==> src/rtl/tag_ram_assoc_pkg.sv <==
// Shared definitions for the set-associative tag store.
//   flush_state_e : flush sequencer states
//   way_bits()    : width of a way number (at least one bit, even for WAYS=1)
package tag_ram_assoc_pkg;

   typedef enum logic {
      ST_IDLE  = 1'b0,
      ST_FLUSH = 1'b1
   } flush_state_e;

   function automatic int way_bits(input int ways);
      return (ways > 1) ? $clog2(ways) : 1;
   endfunction

endpackage

==> src/rtl/tag_ram_assoc_way.sv <==
// One way of the tag store: per-set tag and valid bit with two compare ports.
//   clk, reset            : clock, synchronous active-high reset (clears valid bits only)
//   lk_index_i/lk_tag_i   : lookup set and tag; lk_valid_o/lk_match_o/lk_tag_o report that set
//   in_index_i/in_tag_i   : install set and tag; in_valid_o/in_match_o report that set
//   wr_en_i               : write in_tag_i into set in_index_i and mark it valid
//   clr_en_i/clr_index_i  : invalidate one set (flush walk)
module tag_ram_assoc_way
   import tag_ram_assoc_pkg::*;
#(
   parameter int INDEX   = 3,
   parameter int TAGBITS = 5
) (
   input  logic               clk,
   input  logic               reset,
   input  logic [INDEX-1:0]   lk_index_i,
   input  logic [TAGBITS-1:0] lk_tag_i,
   output logic               lk_valid_o,
   output logic               lk_match_o,
   output logic [TAGBITS-1:0] lk_tag_o,
   input  logic [INDEX-1:0]   in_index_i,
   input  logic [TAGBITS-1:0] in_tag_i,
   output logic               in_valid_o,
   output logic               in_match_o,
   input  logic               wr_en_i,
   input  logic               clr_en_i,
   input  logic [INDEX-1:0]   clr_index_i
);

   localparam int SETS = 1 << INDEX;

   logic [TAGBITS-1:0] tag_q [SETS];
   logic [SETS-1:0]    valid_q;

   // Tag storage is never reset; a line is only meaningful while its valid bit is set.
   always_ff @(posedge clk) begin
      if (wr_en_i) begin
         tag_q[in_index_i] <= in_tag_i;
      end
   end

   always_ff @(posedge clk) begin
      if (reset) begin
         valid_q <= '0;
      end else begin
         if (clr_en_i) begin
            valid_q[clr_index_i] <= 1'b0;
         end
         if (wr_en_i) begin
            valid_q[in_index_i] <= 1'b1;
         end
      end
   end

   assign lk_valid_o = valid_q[lk_index_i];
   assign lk_tag_o   = tag_q[lk_index_i];
   assign lk_match_o = lk_valid_o && (lk_tag_o == lk_tag_i);

   assign in_valid_o = valid_q[in_index_i];
   assign in_match_o = in_valid_o && (tag_q[in_index_i] == in_tag_i);

endmodule

==> src/rtl/tag_ram_assoc.sv <==
// Set-associative tag store with registered hit compare, invalid-first/round-robin
// victim selection, optional autofill of read misses and a sequenced full flush.
//   clk, reset                 : clock, synchronous active-high reset
//   address                    : lookup address (index = low INDEX bits, tag = rest)
//   read_signal, write_signal  : lookup requests (only reads autofill)
//   fill_signal, fill_address  : explicit install of fill_address's tag
//   flush_signal               : start invalidating every set
//   valid_out, hit, hit_way    : registered lookup result (1-cycle valid pulse)
//   victim_way, Tagout         : way a fill would use; hit tag or victim's tag
//   busy                       : flush in progress
//
// state    | meaning
// ST_IDLE  | lookups and installs accepted
// ST_FLUSH | clearing set cnt_q each cycle; lookups and installs ignored
module tag_ram_assoc
   import tag_ram_assoc_pkg::*;
#(
   parameter int INDEX      = 3,
   parameter int MEMORYBITS = 8,
   parameter int WAYS       = 2,
   parameter int AUTOFILL   = 1,
   localparam int TAGBITS   = MEMORYBITS - INDEX,
   localparam int WAYBITS   = way_bits(WAYS)
) (
   input  logic                  clk,
   input  logic                  reset,
   input  logic [MEMORYBITS-1:0] address,
   input  logic                  read_signal,
   input  logic                  write_signal,
   input  logic                  fill_signal,
   input  logic [MEMORYBITS-1:0] fill_address,
   input  logic                  flush_signal,
   output logic                  valid_out,
   output logic                  hit,
   output logic [WAYBITS-1:0]    hit_way,
   output logic [WAYBITS-1:0]    victim_way,
   output logic [TAGBITS-1:0]    Tagout,
   output logic                  busy
);

   localparam int SETS = 1 << INDEX;

   flush_state_e              state_q, state_d;
   logic [INDEX-1:0]          cnt_q, cnt_d;
   logic [WAYBITS-1:0]        ptr_q [SETS];
   logic                      af_pend_q;
   logic [MEMORYBITS-1:0]     af_addr_q;
   logic                      valid_out_q, hit_q;
   logic [WAYBITS-1:0]        hit_way_q, victim_q;
   logic [TAGBITS-1:0]        tag_out_q;

   logic [INDEX-1:0]          lk_index, in_index;
   logic [TAGBITS-1:0]        lk_tag, in_tag;
   logic [MEMORYBITS-1:0]     in_addr;
   logic [WAYS-1:0]           lk_valid, lk_match, in_valid, in_match, wr_en;
   logic [TAGBITS-1:0]        lk_tags [WAYS];
   logic                      busy_w, flush_go, lk_acc, ins_en;
   logic                      lk_hit, in_hit;
   logic [WAYBITS-1:0]        lk_hit_way, lk_victim, in_hit_way, in_victim, wr_sel, ptr_next;
   logic [TAGBITS-1:0]        lk_tag_out;

   assign busy_w   = (state_q == ST_FLUSH);
   assign flush_go = (state_q == ST_IDLE) && flush_signal;
   assign lk_acc   = (read_signal || write_signal) && !busy_w;

   // Explicit fill wins over a pending autofill; neither happens while flushing
   // or on the edge that starts a flush.
   assign ins_en  = (fill_signal || af_pend_q) && !busy_w && !flush_go;
   assign in_addr = fill_signal ? fill_address : af_addr_q;

   assign lk_index = address[INDEX-1:0];
   assign lk_tag   = address[MEMORYBITS-1:INDEX];
   assign in_index = in_addr[INDEX-1:0];
   assign in_tag   = in_addr[MEMORYBITS-1:INDEX];

   for (genvar w = 0; w < WAYS; w++) begin : g_way
      tag_ram_assoc_way #(
         .INDEX   (INDEX),
         .TAGBITS (TAGBITS)
      ) u_way (
         .clk         (clk),
         .reset       (reset),
         .lk_index_i  (lk_index),
         .lk_tag_i    (lk_tag),
         .lk_valid_o  (lk_valid[w]),
         .lk_match_o  (lk_match[w]),
         .lk_tag_o    (lk_tags[w]),
         .in_index_i  (in_index),
         .in_tag_i    (in_tag),
         .in_valid_o  (in_valid[w]),
         .in_match_o  (in_match[w]),
         .wr_en_i     (wr_en[w]),
         .clr_en_i    (busy_w),
         .clr_index_i (cnt_q)
      );
   end

   // Descending scan so the lowest-numbered matching / invalid way wins.
   always_comb begin
      lk_hit     = 1'b0;
      lk_hit_way = '0;
      lk_victim  = ptr_q[lk_index];
      in_hit     = 1'b0;
      in_hit_way = '0;
      in_victim  = ptr_q[in_index];
      for (int w = WAYS - 1; w >= 0; w--) begin
         if (lk_match[w]) begin
            lk_hit     = 1'b1;
            lk_hit_way = WAYBITS'(w);
         end
         if (!lk_valid[w]) begin
            lk_victim = WAYBITS'(w);
         end
         if (in_match[w]) begin
            in_hit     = 1'b1;
            in_hit_way = WAYBITS'(w);
         end
         if (!in_valid[w]) begin
            in_victim = WAYBITS'(w);
         end
      end
   end

   // A tag already present is rewritten in place so a set never holds duplicates.
   assign wr_sel   = in_hit ? in_hit_way : in_victim;
   assign ptr_next = (WAYS == 1) ? '0 : in_victim + 1'b1;

   always_comb begin
      wr_en      = '0;
      lk_tag_out = '0;
      for (int w = 0; w < WAYS; w++) begin
         if (ins_en && (wr_sel == WAYBITS'(w))) begin
            wr_en[w] = 1'b1;
         end
         if ((lk_hit ? lk_hit_way : lk_victim) == WAYBITS'(w)) begin
            lk_tag_out = lk_tags[w];
         end
      end
   end

   always_comb begin
      state_d = state_q;
      cnt_d   = cnt_q;
      unique case (state_q)
         ST_IDLE: begin
            if (flush_signal) begin
               state_d = ST_FLUSH;
               cnt_d   = '0;
            end
         end
         ST_FLUSH: begin
            cnt_d = cnt_q + 1'b1;
            if (&cnt_q) begin
               state_d = ST_IDLE;
            end
         end
         default: begin
            state_d = ST_IDLE;
         end
      endcase
   end

   always_ff @(posedge clk) begin
      if (reset) begin
         state_q     <= ST_IDLE;
         cnt_q       <= '0;
         af_pend_q   <= 1'b0;
         af_addr_q   <= '0;
         valid_out_q <= 1'b0;
         hit_q       <= 1'b0;
         hit_way_q   <= '0;
         victim_q    <= '0;
         tag_out_q   <= '0;
         for (int s = 0; s < SETS; s++) begin
            ptr_q[s] <= '0;
         end
      end else begin
         state_q     <= state_d;
         cnt_q       <= cnt_d;
         valid_out_q <= lk_acc;
         af_pend_q   <= (AUTOFILL != 0) && lk_acc && read_signal && !lk_hit;
         if (lk_acc) begin
            af_addr_q <= address;
            hit_q     <= lk_hit;
            hit_way_q <= lk_hit_way;
            victim_q  <= lk_victim;
            tag_out_q <= lk_tag_out;
         end
         if (busy_w) begin
            ptr_q[cnt_q] <= '0;
         end else if (ins_en && !in_hit) begin
            ptr_q[in_index] <= ptr_next;
         end
      end
   end

   assign valid_out  = valid_out_q;
   assign hit        = hit_q;
   assign hit_way    = hit_way_q;
   assign victim_way = victim_q;
   assign Tagout     = tag_out_q;
   assign busy       = busy_w;

endmodule

==> config.mk <==
export PLATFORM = sky130hd
export DESIGN_NAME = tag_ram_assoc
export DESIGN_NICKNAME = d
export VERILOG_FILES = /design/src/rtl/tag_ram_assoc_pkg.sv /design/src/rtl/tag_ram_assoc_way.sv /design/src/rtl/tag_ram_assoc.sv
export SDC_FILE = /design/constraint.sdc
export NUM_CORES = 1
export LEC_CHECK = 0
export CELL_PAD_IN_SITES_DETAIL_PLACEMENT = 0
export CELL_PAD_IN_SITES_GLOBAL_PLACEMENT = 2
export CORE_ASPECT_RATIO = 1.4
export CORE_MARGIN = 4
export CORE_UTILIZATION = 47
export CTS_BUF_LIST = sky130_fd_sc_hd__clkbuf_8
export DETAILED_ROUTE_END_ITERATION = 8
export PLACE_DENSITY = 0.92
export SYNTH_ARGS = -nofsm -noshare
export SYNTH_HDL_FRONTEND = slang
export SYNTH_SLANG_ARGS = --single-unit
==> constraint.sdc <==
create_clock -name clk -period 7.6 [get_ports clk]
set_input_delay 0.76 -clock clk [delete_from_list [all_inputs] [get_ports clk]]
set_output_delay 0.76 -clock clk [all_outputs]
set_load 0.01 [all_outputs]
# Word level (Yosys, flattened, before mapping)
# Memory sizes are Yosys's and may differ from the RTL's.
# Index checks and enable logic that the tools add are counted.
# W data, S select, Z words.
[totals] ramBits=88 n_memories=3 input_bits=22 reg_bits=38 out_inout_bits=10 elab_cells=115
[op_classes] n_lt_le_gt_ge=5 eq_ne=5 bitwise_logic=7 n_mux=58 reduce_logical=24 addsub=2
[mem_list] name="g_way[0].u_way.tag_q" words=8 word_bits=5 rd=2 rd_clocked_by_memory_dff=0 wr=1 line="tag_ram_assoc_way.sv:31" source="logic [TAGBITS-1:0] tag_q [SETS];"
[mem_list] name="g_way[1].u_way.tag_q" words=8 word_bits=5 rd=2 rd_clocked_by_memory_dff=0 wr=1 line="tag_ram_assoc_way.sv:31"
[mem_list] name="ptr_q" words=8 word_bits=1 rd=2 rd_clocked_by_memory_dff=0 wr=8 line="tag_ram_assoc.sv:45" source="logic [WAYBITS-1:0] ptr_q [SETS];"
[op_table] op="$mux W8" count=7
[op_table] op="$mux W1" count=39
[op_table] op="$eq A5 B5 Y1" count=4
[op_table] op="$and A8 B8 Y8" count=2
[op_table] op="$or A8 B8 Y8" count=2
[op_table] op="$logic_and A1 B1 Y1" count=15
[op_table] op="$bmux W1 S3" count=4
[op_table] op="$lt A3 B4 Y1 const B" count=3
[op_table] op="$mux W3" count=3
[op_table] op="$not A8 Y8" count=1
[op_table] op="$demux W1 S3" count=2
[op_table] op="$ge A3 B1 Y1 const B" count=2
[op_table] op="$pmux W3 S2" count=1
[op_table] op="$mux W5" count=1
[op_table] op="$logic_not A1 Y1" count=4
[op_table] op="$add A3 B1 Y3 const B" count=1
[op_table] op="$reduce_and A3 Y1" count=1
[op_table] op="$logic_or A1 B1 Y1" count=2
[op_table] op="$ne A2 B2 Y1 const B" count=1
[op_table] op="$not A1 Y1" count=2
[op_table] op="$pmux W1 S2" count=1
[op_table] op="$reduce_or A1 Y1" count=2
[op_table] op="$add A1 B1 Y1 const B" count=1

# Depth between registers and ports, before layout
# Gate-level depths: netlist of the first run.
[logic_depth] word_depth=14 mapped_depth=13 mapped_depth_nobuf=8

# By module
# From an unflattened synthesis of the first run, not the netlist that was laid out.
[unflattened] cells_unflattened=573 area_unflattened_um2=6794.0
[modules_own_cells] mod="tag_ram_assoc_way (g_way[0].u_way)" n_inst=1 seq_area_each_um2=1361.3 area_each_um2=2571.2 cells_each=192
[modules_own_cells] mod="tag_ram_assoc_way (g_way[1].u_way)" n_inst=1 seq_area_each_um2=1361.3 area_each_um2=2555.0 cells_each=192
[modules_own_cells] mod="tag_ram_assoc" n_inst=1 seq_area_each_um2=680.7 area_each_um2=1667.8 cells_each=189

# Worst setup path after synthesis of the first run
# OpenSTA, ideal clock, no wires.
[synth_timing] path_type="input to register" start="input port fill_signal" end="memory g_way[0].u_way.tag_q[0][0], enable pin" required_ps=7249 path_stages=11 arrival_time_ps=3009 setup_ps=351 slack_ps=4240 path_buffers=4 cell_sequence="buf_6 -> mux2_2 -> buf_4 -> mux2i_1 -> a32oi_1 -> o21ai_2 -> xnor2_1 -> or4_1 -> buf_6 -> buf_6 -> a21oi_1"
[synth_via] elab_chain_len=12 elab_cells_between_ends=26 cone_classes="eq/ne (2); mux (14); bitwise (1); reduce/logical (6); memory (3)"
[synth_rtl] element="from (decl)" line="tag_ram_assoc.sv:30" source="input logic fill_signal,"
[synth_rtl] element="$mux W8" line="tag_ram_assoc.sv:69" source="assign in_addr = fill_signal ? fill_address : af_addr_q;"
[synth_rtl] element="$mem_v2 Z8 W5 / $bmux W1 S3 (equally long branches)"
[synth_rtl] element="$eq A5 B5 Y1 / $mux W1 (equally long branches)" line="tag_ram_assoc_way.sv:59, tag_ram_assoc_way.sv:58"
[synth_rtl] element="$logic_and A1 B1 Y1" line="tag_ram_assoc_way.sv:59" source="assign in_match_o = in_valid_o && (tag_q[in_index_i] == in_tag_i);"
[synth_rtl] element="$mux W1 (2 in a row)" line="tag_ram_assoc.sv:114" source="if (in_match[w]) begin"
[synth_rtl] element="$mux W1" line="tag_ram_assoc.sv:125" source="assign wr_sel = in_hit ? in_hit_way : in_victim;"
[synth_rtl] element="$not A1 Y1" line="tag_ram_assoc.sv:132" source="if (ins_en && (wr_sel == WAYBITS'(w))) begin"
[synth_rtl] element="$logic_and A1 B1 Y1" line="tag_ram_assoc.sv:132"
[synth_rtl] element="$mux W1" line="tag_ram_assoc.sv:132"
[synth_rtl] element="$mux W1" line="tag_ram_assoc_way.sv:36" source="if (wr_en_i) begin"
[synth_rtl] element="$mux W1 (implied by the code)" line="tag_ram_assoc_way.sv:37" source="tag_q[in_index_i] <= in_tag_i;"
[synth_rtl] element="to (decl)" line="tag_ram_assoc_way.sv:31"
# Several ways; a longest one is shown, not always the timed one. The select of a mux whose other input is x is not followed.

# Worst setup path after layout of the first run
[layout_timing] start="input port fill_signal" end="memory g_way[0].u_way.tag_q[4][1], enable pin"
# Same word-level chain as after synthesis.

==> out/metrics.yaml, run 1 <==
routing:
  wire_per_inst_um: 23.98
  via_count: 4970
  drc_errors: 0
  dr.pass1.iters: 5
  drt-total-wl_um: 18950
  via_per_inst: 6.291
  drtIter0Drc: 441
  ant_nets: 0
yosys:
  synthCells: 577
  yosysSeqAreaShare_pct: 49.87
  ys.flop_type: "edfxtp_1"
  synth_cell_types: 73
  synthArstFlopShare_pct: 0
  ys_warn_count: 0
  synth_edf_count: 88
  avgSynthCellArea_um2: 11.83
  synth_area_mm2: 0.006824
  synth_seq_cells: 126
  syn-num-nets: 601
timing:
  setup_viol: 0
  tightest_slew_ps: 1082
  fmax_ghz: 0.2184
  fin_crit_ps: 4580
  relSlewSlack_pct: 27.57
  tns_ps: 0
  finalCritPeriodShare_pct: 60.26
  rsz0062_at_grt: "no"
  drv_slew: 0
  clock-skew-final_ps: 16.58
  hold_viol_final: 0
worst_setup_path:
  critical_path.cell_chain: "clkdlybuf4s50_1, buf_4, mux2_2, mux2i_1, a32oi_1, and3_1, o221ai_1, or4_1, a21oi_1"
  arrival_ps: 4650
  critPathMaxFanout: 32
  critPathRequiredTime_ps: 7670
  slowest_stage: "or4_1"
  crit_buf_inv: 2
  crit_family: "simple AND/OR/NAND/NOR gates"
  slowest_delay_ps: 890
  cp-end-kind: "flip-flop"
  worst_setup_path_start_kind: "input port"
  critPathKind: "input port to flip-flop"
floorplan:
  die_height_um: 150.6
  die_x_um: 109.8
  initial_core_util_pct: 48.39
  top_level_ports: 32
  row_count: 51
  core_area_mm2: 0.01410
  die_area_mm2: 0.01654
pwr:
  power_density_mw_per_mm2: 201.7
  swShare_pct: 27.72
  total_power_uw: 1507
  power_frac_seq_pct: 50.7
  p_int_uw: 1089
  power_frac_comb_pct: 13.9
  p_switching_uw: 417.8
  clockPowerShare_pct: 35.4
  ir_worst_vdd_v: 0.00008725
  p_leak_uw: 0.002641
grt:
  antenna_found_initial: 0
  grt_pass1_wl_um: 29370
  grt_overflow: 0
  track_usage_pct: 24.27
  first_global_vias: 5057
  grt_max_degree: 35
place:
  routabilityCongestion: 0.9307
  io_buffers: 31
  hpwl_um: 13320
clock_tree:
  cts_tree: "built"
  cts_buffer_depth: 2
  clock_sinks: 126
  cts.root.buffer_cell: "clkbuf_8"
  post_cts_resized: 0
  hold_buffers: 0
  cts_made_buffers: 17
  htreeDepth: 4
  post_cts_buffers: 0
  clk_latency_ps: 450
  path_clk_slew_ps: 70
job:
  drv_cap: 0
final_layout:
  final_layout_size_suffix_gt1_share_pct: 16.20
  mostFrequentLayoutCell: "nand2_1"
  antennaDiodeCount: 0
  regArea_mm2: 0.003403
  area_delta_synth_final_pct: 9.479
  multi_input_area_mm2: 0.003057
  nets: 616
  final_cell_mix: "94 x nand2_1, 88 x edfxtp_1, 48 x a21oi_1"
  fillCellCount: 1191
status:
  status: "complete, no violations"
min_path:
  min_path_type: "flip-flop to flip-flop"
-- cell usage after synthesis (9+ instances only) --
cell      count  area share [%]
xor2_1        9             1.2
a21oi_1      48             3.5
nor2_1       17            0.94
o21ai_0      11            0.81
inv_1        18            0.99
xnor2_1       9             1.2
nor3_1        9            0.66
mux4_2       27             8.9
dfxtp_1      38              11
edfxtp_1     88              39
nand3_1      11            0.81
nand2_1      94             5.2
mux2_2       11             1.8
buf_6        10             1.7
mux2i_1      29             4.3
clkbuf_1     11            0.61
-- power groups by stage --
stage / logic [µW] / clock network [µW] / registers, µW
floorplan: 151 / 0 / 773
global placement: 206 / 0 / 779
detailed placement: 208 / 0 / 779
CTS: 209 / 539 / 764
global route: 225 / 575 / 765
finish: 210 / 533 / 764
-- sequential cells by signal, summed over array words and instances (netlist names) --
name and cells:
hit 1, ptr_q 8, g_way.u_way.valid_q 16, g_way.u_way.tag_q 80, af_addr_q 8, cnt_q 3, hit_way 1, valid_out 1
busy 1, victim_way 1, Tagout 5, af_pend_q 1
-- cells by family (layout without fill, tap and decap cells) --
kind of cell | Yosys count | in the layout | share of synthesized area, %
xor+xnor | 18 | 18 | 2.310
simple gates | 179 | 179 | 13.20
compound gates | 123 | 123 | 13.20
flops | 126 | 126 | 49.87
buf+inv | 59 | 87 | 5.336
fa+ha+maj | 2 | 2 | 0.3666
mux | 70 | 70 | 15.71
-- final timing paths --
kind / slack [ps] / from / end / cells after the start
max: 3020 / fill_signal / g_way[0].u_way.tag_q[4][1] / 9
min: 460 / Tagout[2] / Tagout[2] / 2
max reg2reg: 3610 / af_addr_q[0] / g_way[0].u_way.tag_q[4][1] / 7
min reg2reg: 460 / Tagout[2] / Tagout[2] / 2
-- worst min-delay path, delay by kind of cell, from the launching register on --
kind | cells | cell delay (ps)
AOI/OAI and AO/OA | 1 | 50
DFF | 1 | 310
and+or+nand+nor | 1 | 50
-- final cells by class --
type                    count  share of cell area, %
clock buffers              17                  3.132
flip-flops and latches    126                  45.55
clock inverters            15                  1.641
well taps                 185                  3.098
multi-input cells         392                  40.91
inverters                  18                 0.9044
repair buffers             37                  4.756
-- layer usage --
metal	share of wire (%)	global-route usage [%]
met3	6.1	4.333
met4	3.6	11.10
met5	0	0
met1	39	29.26
met2	52	41.68
-- stage by stage --
stage / setup WS [ps] / util (%) / std cells / hold WS (ps) / area [µm²]
3_5_place_dp: 2623 / 50.45 / 758 / 447.6 / 7114
4_1_cts: 3081 / 52.98 / 790 / 457.5 / 7471
2_1_floorplan: 4240 / - / 577 / 433.8 / 6824
6_report: 3020 / 52.98 / 790 / 456.8 / 7471
5_1_grt: 2881 / 52.98 / 790 / 473.4 / 7471
3_3_place_gp: 2721 / 50.45 / 758 / 442.7 / 7114
Power figures use the tool's default switching activity.
==> run 2: changes to the inputs <==
- CORE_UTILIZATION: 47 -> 43
- PLACE_DENSITY: 0.92 -> 0.86
- clock period: 7.6 -> 4.22 ns (I/O delays scaled with it)
==> out/metrics.yaml, run 2 (synthesis results as in run 1) <==
clock_tree:
  clk_latency_ps: 450  # about the same
  post_cts_buffers: 0  # unchanged
  hold_buffers: 0  # unchanged
  clock_sinks: 126  # unchanged
  cts.root.buffer_cell: "clkbuf_8"
  path_clk_slew_ps: 70  # about the same
  cts_made_buffers: 17  # unchanged
  cts_buffer_depth: 2  # unchanged
  htreeDepth: 4  # unchanged
  post_cts_resized: 0  # unchanged
  cts_tree: "built"
pwr:
  total_power_uw: 2776  # +84%
  power_density_mw_per_mm2: 358.5  # +78%
  ir_worst_vdd_v: 0.0002108  # +140%
  p_leak_uw: 0.002811  # +6.4%
routing:
  wire_per_inst_um: 23.69  # -1.2%
  drtIter0Drc: 428  # -2.9%
  ant_nets: 0  # unchanged
  via_per_inst: 6.050  # -3.8%
  via_count: 5034  # +1.3%
  dr.pass1.iters: 6  # +1
  drt-total-wl_um: 19710  # +4.0%
  drc_errors: 0  # unchanged
final_layout:
  regArea_mm2: 0.003403  # unchanged
  multi_input_area_mm2: 0.003057  # unchanged
  top_register: "g_way.u_way.tag_q"
  largest_register_ffs: 80  # unchanged
  mostFrequentLayoutCell: "nand2_1"
  antennaDiodeCount: 0  # unchanged
  final_cell_area_mm2: 0.007745  # +3.7%
  nets: 647  # +5.0%
  top_regs: "g_way.u_way.tag_q (80), g_way.u_way.valid_q (16)"
  fillCellCount: 1418  # +19%
  final_cell_mix: "94 x nand2_1, 88 x edfxtp_1, 48 x a21oi_1"
  area_delta_synth_final_pct: 13.49
  final_layout_size_suffix_gt1_share_pct: 20.75  # +4.6 points
grt:
  track_usage_pct: 22.77  # -1.5 points
  grt_overflow: 0  # unchanged
  grt_max_degree: 35  # unchanged
  first_global_vias: 5214  # +3.1%
  grt_pass1_wl_um: 30280  # +3.1%
  antenna_found_initial: 0  # unchanged
worst_setup_path:
  worst_setup_path_start_kind: "input port"
  rrSetupSlack_ps: 810  # -2800 ps
  r2r_cells: 8  # +1
  critPathRequiredTime_ps: 4340  # -3330 ps
  cp-end-kind: "flip-flop"
  critPathMaxFanout: 17  # -47%
  arrival_ps: 3660  # -990 ps
  rr_endpoint: "g_way[1].u_way.tag_q[5][0]"
  reg2reg_from: "af_addr_q[1]"
  critPathKind: "input port to flip-flop"
timing:
  hold_viol_final: 0  # unchanged
  setup_viol: 0  # unchanged
  fmax_ghz: 0.2827
  fin_crit_ps: 3537
  finalCritPeriodShare_pct: 83.83
  rsz0062_at_grt: "no"
  tns_ps: 0  # unchanged
  tightest_slew_ps: 986.0  # -96.48 ps
  holdWs_ps: 456.3  # -0.5800 ps
  relSlewSlack_pct: 33.57  # +6.0 points
  drv_slew: 0  # unchanged
  clock-skew-final_ps: 8.727  # -7.850 ps
  layout_setup_ws_ps: 682.6  # -2338 ps
min_path:
  hold_end: "victim_way"
  min_from: "victim_way"
  min_path_type: "flip-flop to flip-flop"
  min_path_cells: 2  # unchanged
floorplan:
  core_area_mm2: 0.01561  # +11%
  die_area_mm2: 0.01798  # +8.7%
  row_count: 54  # +5.9%
  die_x_um: 114.5  # +4.2%
  initial_core_util_pct: 43.72  # -4.7 points
  top_level_ports: 32  # unchanged
  die_height_um: 157.1  # +4.3%
place:
  pre_cts_slack_ps: 260.2  # -2363 ps
  placed_area_mm2: 0.007373  # +3.6%
  hpwl_um: 14580  # +9.5%
  io_buffers: 31  # unchanged
  routabilityCongestion: 0.8971  # -3.6%
status:
  status: "complete, no violations"
job:
  drv_cap: 0  # unchanged
## run 2: how the worst max path moves through the flow
stage / start / end / slack [ps] / cells past startpoint
2_1_floorplan: fill_signal / g_way[0].u_way.tag_q[0][0] / 1200 / 11
3_3_place_gp: fill_signal / g_way[1].u_way.tag_q[7][4] / 270 / 10
3_5_place_dp: fill_signal / g_way[1].u_way.tag_q[5][1] / 260 / 11
4_1_cts: fill_signal / g_way[1].u_way.tag_q[5][0] / 740 / 10
5_1_grt: fill_signal / g_way[1].u_way.tag_q[5][1] / 550 / 11
6_report: fill_signal / g_way[1].u_way.tag_q[5][0] / 680 / 11
## run 2: routing by layer
| layer | up-vias | share of wire, % | GRT usage, % |
|---|---|---|---|
| li1 | 2296 | - | - |
| met1 | 2491 | 38 | 25.96 |
| met4 | 0 | 3.4 | 10.58 |
| met2 | 205 | 53 | 40.11 |
| met5 | - | 0 | 0 |
| met3 | 42 | 5.9 | 5.269 |
## run 2: area by class of cell
| class | instances | share of cell area (%) |
|---|---|---|
| clock buffer | 17 | 3.021 |
| timing repair buffer | 68 | 7.754 |
| tap | 196 | 3.166 |
| clock inverter | 15 | 1.777 |
| multi-input combinational | 392 | 39.47 |
| inverter | 18 | 0.8724 |
| sequential | 126 | 43.94 |
## run 2: critical path, stage by stage
cell and delay [ps]:
clkdlybuf4s50_1 650, buf_4 220, nand3b_1 220, nand2_1 290, buf_4 260, a32oi_1 170
o2111ai_1 150, xor2_1 190, nand4_2 190, o21bai_4 420, and3b_1 440
## run 2: report_power, final
| group | internal, µW | switching (µW) |
|---|---|---|
| registers | 1350 | 23.2 |
| logic | 167 | 237 |
| clock network | 472 | 526 |
| total | 1990 | 786 |
## run 2: per-stage QoR
step                util [%]  cells
global route           49.62    832
detailed placement     47.24    800
finish                 49.62    832
global placement       47.24    800
CTS                    49.62    832
floorplan                  -    577
==> RTL edit 1: new RTL, settings of run 2 <==
`INDEX` is set to 3 in 2 places; all go to 4.
--- a/src/rtl/tag_ram_assoc_way.sv
+++ b/src/rtl/tag_ram_assoc_way.sv
@@ -7,7 +7,7 @@
 module tag_ram_assoc_way
    import tag_ram_assoc_pkg::*;
 #(
-   parameter int INDEX   = 3,
+   parameter int INDEX   = 4,
    parameter int TAGBITS = 5
 ) (
    input  logic               clk,
--- a/src/rtl/tag_ram_assoc.sv
+++ b/src/rtl/tag_ram_assoc.sv
@@ -15,7 +15,7 @@
 module tag_ram_assoc
    import tag_ram_assoc_pkg::*;
 #(
-   parameter int INDEX      = 3,
+   parameter int INDEX      = 4,
    parameter int MEMORYBITS = 8,
    parameter int WAYS       = 2,
    parameter int AUTOFILL   = 1,
Interface: changed (resized Tagout); port bits go from 32 to 31. The function was not compared with the original's and may differ.
==> RTL edit 1 against run 2 <==
- final area grew 61%
- power grew 50%
- critical endpoint is now g_way[0].u_way.tag_q[12][2]
- synthesized area grew 58%
- clock skew grew 0.017 ns
- sequential cell count grew 72
- first-iteration DRC count grew 52%
- routed wire length grew 71%
- setup slack lost 0.24 ns
- maximum frequency shrank 6.2%
- largest power group unchanged
==> RTL edit 1: results (changes against run 2) <==
[status]
status=completed  ; unchanged

[logic_synthesis]
synthArstFlopShare_pct=0  ; unchanged
syn-num-nets=869  ; was 601
synth_area_leaders=edfxtp_1 (40%), mux4_2 (14%), dfxtp_1 (10%), a21o_1 (5.3%), mux2i_1 (3.2%)  ; was edfxtp_1 (39%), dfxtp_1 (11%), mux4_2 (8.9%), nand2_1 (5.2%), mux2i_1 (4.3%)
yosys_warnings=0  ; unchanged
synth_edf_count=144  ; was 88
synth.yosys.seq_area_share_pct=50.2  ; was 49.9%
synthTopCellsByCount=edfxtp_1 (144), a21o_1 (76), mux4_2 (68), a21oi_1 (61), nand2_1 (55)  ; was nand2_1 (94), edfxtp_1 (88), a21oi_1 (48), dfxtp_1 (38), mux2i_1 (29)
ys_types=66  ; was 73

[clocking]
cts_resized=0  ; unchanged
ctsHtreeMaxLevel=4  ; unchanged
clk_path_buf_depth=2  ; unchanged
cts-buffers-inserted=17  ; unchanged
clk_pin_slew_worst_paths_ns=0.11  ; was 0.07 ns
clk_latency_ns=0.50  ; was 0.45 ns
root_buffer=clkbuf_8  ; unchanged
post_cts_buffers=0  ; unchanged

[final_layout]
n_antenna_cell=0  ; unchanged
largestRegisters=g_way.u_way.tag_q (128), g_way.u_way.valid_q (32), ptr_q (16)  ; was g_way.u_way.tag_q (80), g_way.u_way.valid_q (16)
nets=948  ; was 647
drive_gt1_share_pct=26.7  ; was 20.8%

[worst_setup_path]
cp_slowest_stage_delay_ns=0.51  ; was 0.65 ns
cp_max_fo=15  ; was 17
cpMaxStageDelayCell=clkdlybuf4s50_1  ; unchanged
cp.arrival_ns=3.91  ; was 3.66 ns

[global_routing]
grt_pass1_vias=8047  ; was 5214
antenna_found_initial=0  ; unchanged
grt_pass1_wl_um=50800  ; was 30300 um
grt_max_degree=36  ; was 35
grtUsageTotal_pct=24.6  ; was 22.8%

[drt]
avgRoutedWirePerCell_um=26.9  ; was 23.7 um
drt_iter0_markers=649  ; was 428
firstDrtPassIters=5  ; was 6
vias_per_cell=6.39  ; was 6.05

[timing]
slew_headroom_pct=21.8  ; was 33.6%
clock_skew_ns=0.0257  ; was 0.00873 ns
slew_viol_final=0  ; unchanged

[placement]
place_hpwl_um=24600  ; was 14600 um
gp_congestion=0.876  ; was 0.897
io_buffer_count=30  ; was 31

[pwr]
worst_ir_drop_vdd_v=0.000209  ; was 0.000211 V
p_leak_nw=4.38  ; was 2.81 nW

[min_path]
hp-class=reg -> reg  ; unchanged

==> RTL edit 1: cell types whose count changed in the layout (fill, tap and decap cells not counted), moves of 9 or more <==
cell / delta
buf_12: +11
edfxtp_1: +56
a21o_1: +76
mux4_2: +41
o41ai_2: +12
buf_4: +62
dfxtp_1: +16
nand2_1: -39
nor2_1: +11
a41oi_1: +12
nor3_1: +19
o41ai_1: +9
a21oi_1: +12
==> RTL edit 1: path summary, 6_finish.rpt <==
kind	start	to	slack (ns)	cells past startpoint
max	fill_signal	g_way[0].u_way.tag_q[12][2]	0.45	13
min	victim_way	victim_way	0.46	2
max reg2reg	af_addr_q[0]	g_way[0].u_way.tag_q[12][2]	0.53	10
min reg2reg	victim_way	victim_way	0.46	2
==> RTL edit 1: worst max-delay path: cells and delay by family <==
kind                   cells  cell delay (ns)
multiplexers               2             0.76
AND/OR/NAND/NOR            2             0.59
buffers and inverters      4             1.11
AO/OA/AOI/OAI              5             1.02
==> RTL edit 1: layout make-up <==
type                            instances  area [um2]
Tap cell                              315         394
Timing Repair Buffer                  139        1260
Clock buffer                           17         234
Multi-Input combinational cell        549        4920
Sequential cell                       198        5410
Inverter                               17        63.8
Fill cell                            2179       12200
Clock inverter                         15         185
==> RTL edit 1: metrics by stage <==
step / instance area (um2) / total power, mW / worst slack [ns] / TNS [ns] / std cells
4_1_cts: 12500 / 4.17 / 0.513 / 0 / 1250
2_1_floorplan: 10800 / 2.60 / 0.718 / 0 / 843
5_1_grt: 12500 / 4.29 / 0.307 / 0 / 1250
3_3_place_gp: 12000 / 2.88 / 0.0453 / 0 / 1218
6_report: 12500 / 4.16 / 0.447 / 0 / 1250
3_5_place_dp: 12000 / 2.88 / -0.0189 / -0.0859 / 1218
==> RTL edit 1: power by group <==
group / total [mW] / leakage, nW / internal (mW) / switching (mW)
Clock: 1.31 / 0.208 / 0.553 / 0.762
Sequential: 2.15 / 1.76 / 2.13 / 0.0218
Combinational: 0.697 / 2.41 / 0.288 / 0.409
Total: 4.16 / 4.38 / 2.97 / 1.19
==> RTL edit 1: metal layers <==
metal	wire (um)	track usage (%)
met5	0	0
met4	1300	9.57
met3	1750	3.77
met2	18000	43.8
met1	12600	29.8
==> RTL edit 1: logic make-up (layout without fill, tap and decap cells) <==
family                   count (synthesis)  after routing  share of synthesized area [%]
AO/OA/AOI/OAI                          236            236                           16.7
XOR/XNOR                                14             14                           1.14
adder cells (fa/ha/maj)                  4              4                          0.465
buffers and inverters                   96            188                           4.23
flip-flops                             198            198                           50.2
multiplexers                           109            109                           18.3
AND/OR/NAND/NOR                        186            186                           9.01
==> RTL edit 2: new RTL, settings of run 2 <==
Without the edit above. Register the output `Tagout` once more, cleared by the reset; this adds one clock of latency there. The other outputs are not delayed to match.
--- a/src/rtl/tag_ram_assoc.sv
+++ b/src/rtl/tag_ram_assoc.sv
@@ -198,7 +198,13 @@
    assign hit        = hit_q;
    assign hit_way    = hit_way_q;
    assign victim_way = victim_q;
-   assign Tagout     = tag_out_q;
+   always_ff @(posedge clk) begin
+      if (reset) begin
+         Tagout <= '0;
+      end else begin
+         Tagout <= tag_out_q;
+      end
+   end
    assign busy       = busy_w;
 
 endmodule
Formal check against the unedited RTL: not equivalent (Yosys sat finds a counterexample within 4 cycles, from zero or initial values and one cycle with reset high).
==> RTL edit 2 against run 2 <==
- final area down 1.0%
- sequential power up 3%
- routed wire length down 2.3%
- final cell count down 2.4%
- synthesized area down 3.6%
- sequential cell count up 5
- critical path type unchanged
- critical endpoint is now g_way[1].u_way.tag_q[0][3]
- synthesized cell count down 1.4%
- combinational power down 2%
- clock skew up 0.0029 ns
- global-route usage down 0.33 points
- first-iteration DRC count up 22%
- setup slack worse by 0.041 ns
- power up 10%
- non-clock buffer count down 11
==> RTL edit 2: results (changes against run 2) <==
[drt]
drt_iter0_markers=521  ; was 428
drt_wl_total_um=19300  ; was 19700 um
firstDrtPassIters=5  ; was 6
vias_per_cell=6.12  ; was 6.05

[logic_synthesis]
syn-num-nets=593  ; was 601
synthTopCellsByCount=nand2_1 (102), edfxtp_1 (88), dfxtp_1 (43), nor2_1 (33), mux4_2 (29)  ; was nand2_1 (94), edfxtp_1 (88), a21oi_1 (48), dfxtp_1 (38), mux2i_1 (29)
synth.yosys.seq_area_share_pct=53.3  ; was 49.9%
syn_area_per_cell_um2=11.6  ; was 11.8 um2
synth_area_leaders=edfxtp_1 (40%), dfxtp_1 (13%), mux4_2 (9.9%), nand2_1 (5.8%), mux2i_1 (4.3%)  ; was edfxtp_1 (39%), dfxtp_1 (11%), mux4_2 (8.9%), nand2_1 (5.2%), mux2i_1 (4.3%)

[pwr]
p_leak_nw=2.68  ; was 2.81 nW
worst_ir_drop_vdd_v=0.000153  ; was 0.000211 V

[final_layout]
nets=631  ; was 647
drive_gt1_share_pct=17.9  ; was 20.8%
final_cells=812  ; was 832

[global_routing]
grt_pass1_vias=5022  ; was 5214
grt_max_degree=30  ; was 35
grt_pass1_wl_um=29100  ; was 30300 um
grtUsageTotal_pct=22.4  ; was 22.8%

[placement]
pre_cts_slack_ns=0.220  ; was 0.260 ns
dpl.cell_count=780  ; was 800
gp_congestion=0.926  ; was 0.897
place_hpwl_um=13900  ; was 14600 um

[worst_setup_path]
regToRegStartpoint=af_addr_q[0]  ; was af_addr_q[1]
reg2reg_depth=9  ; was 8
r2r-end=g_way[1].u_way.tag_q[0][3]  ; was g_way[1].u_way.tag_q[5][0]
setup.worst_path.start=fill_address[0]  ; was fill_signal
cp_max_fo=18  ; was 17

[timing]
tightestPinTransition_ns=0.996  ; was 0.986 ns
clock_skew_ns=0.0116  ; was 0.00873 ns
layout_setup_ws_ns=0.642  ; was 0.683 ns

[status]
status=completed  ; unchanged

-- RTL edit 2: logic make-up (layout without fill, tap and decap cells) --
family	after synthesis	after routing	synth area share (%)
fa+ha+maj	2	2	0.380
compound gates	92	92	9.47
flops	131	131	53.3
simple gates	215	215	15.2
xor+xnor	15	15	2.00
buf+inv	44	95	3.27
mux	70	70	16.5
-- RTL edit 2: per-stage QoR --
stage / cell area (um2) / hold WS [ns] / power, mW
after CTS: 7660 / 0.464 / 3.06
after global placement: 7200 / 0.445 / 1.84
after global routing: 7660 / 0.480 / 3.16
final: 7660 / 0.459 / 3.05
after floorplan: 6580 / 0.434 / 1.70
after detailed placement: 7200 / 0.452 / 1.84
-- RTL edit 2: area by class of cell --
cell class	count	area (um2)
clock buffers	17	234
clock inverters	15	229
fillers	1338	7320
inverters	6	22.5
multi-input cells	394	2880
flip-flops and latches	131	3500
well taps	192	240
repair buffers	57	556
-- RTL edit 2: routing by layer --
metal | GRT usage (%) | part of all wire [%]
met5 | 0 | 0
met4 | 14.5 | 5.9
met1 | 25.1 | 36
met3 | 4.50 | 6.5
met2 | 38.6 | 51
-- RTL edit 2: worst max-delay path: cells and delay by family --
family / cells / cell delay [ns]
compound gates: 3 / 1.03
mux: 1 / 0.40
buf+inv: 2 / 0.93
simple gates: 4 / 0.93
-- RTL edit 2: worst min-delay path by stage --
stage	from	end	slack (ns)	cells past startpoint
after floorplan	af_addr_q[3]	af_addr_q[3]	0.43	2
after global placement	af_addr_q[7]	af_addr_q[7]	0.44	2
after detailed placement	af_addr_q[3]	af_addr_q[3]	0.45	2
after CTS	victim_way	victim_way	0.46	2
after global routing	victim_way	victim_way	0.48	2
final	victim_way	victim_way	0.46	2
-- RTL edit 2: power by group --
group / internal [mW] / total, mW / switching (mW)
Sequential: 1.40 / 1.42 / 0.0205
Clock: 0.710 / 1.24 / 0.526
Combinational: 0.156 / 0.395 / 0.239
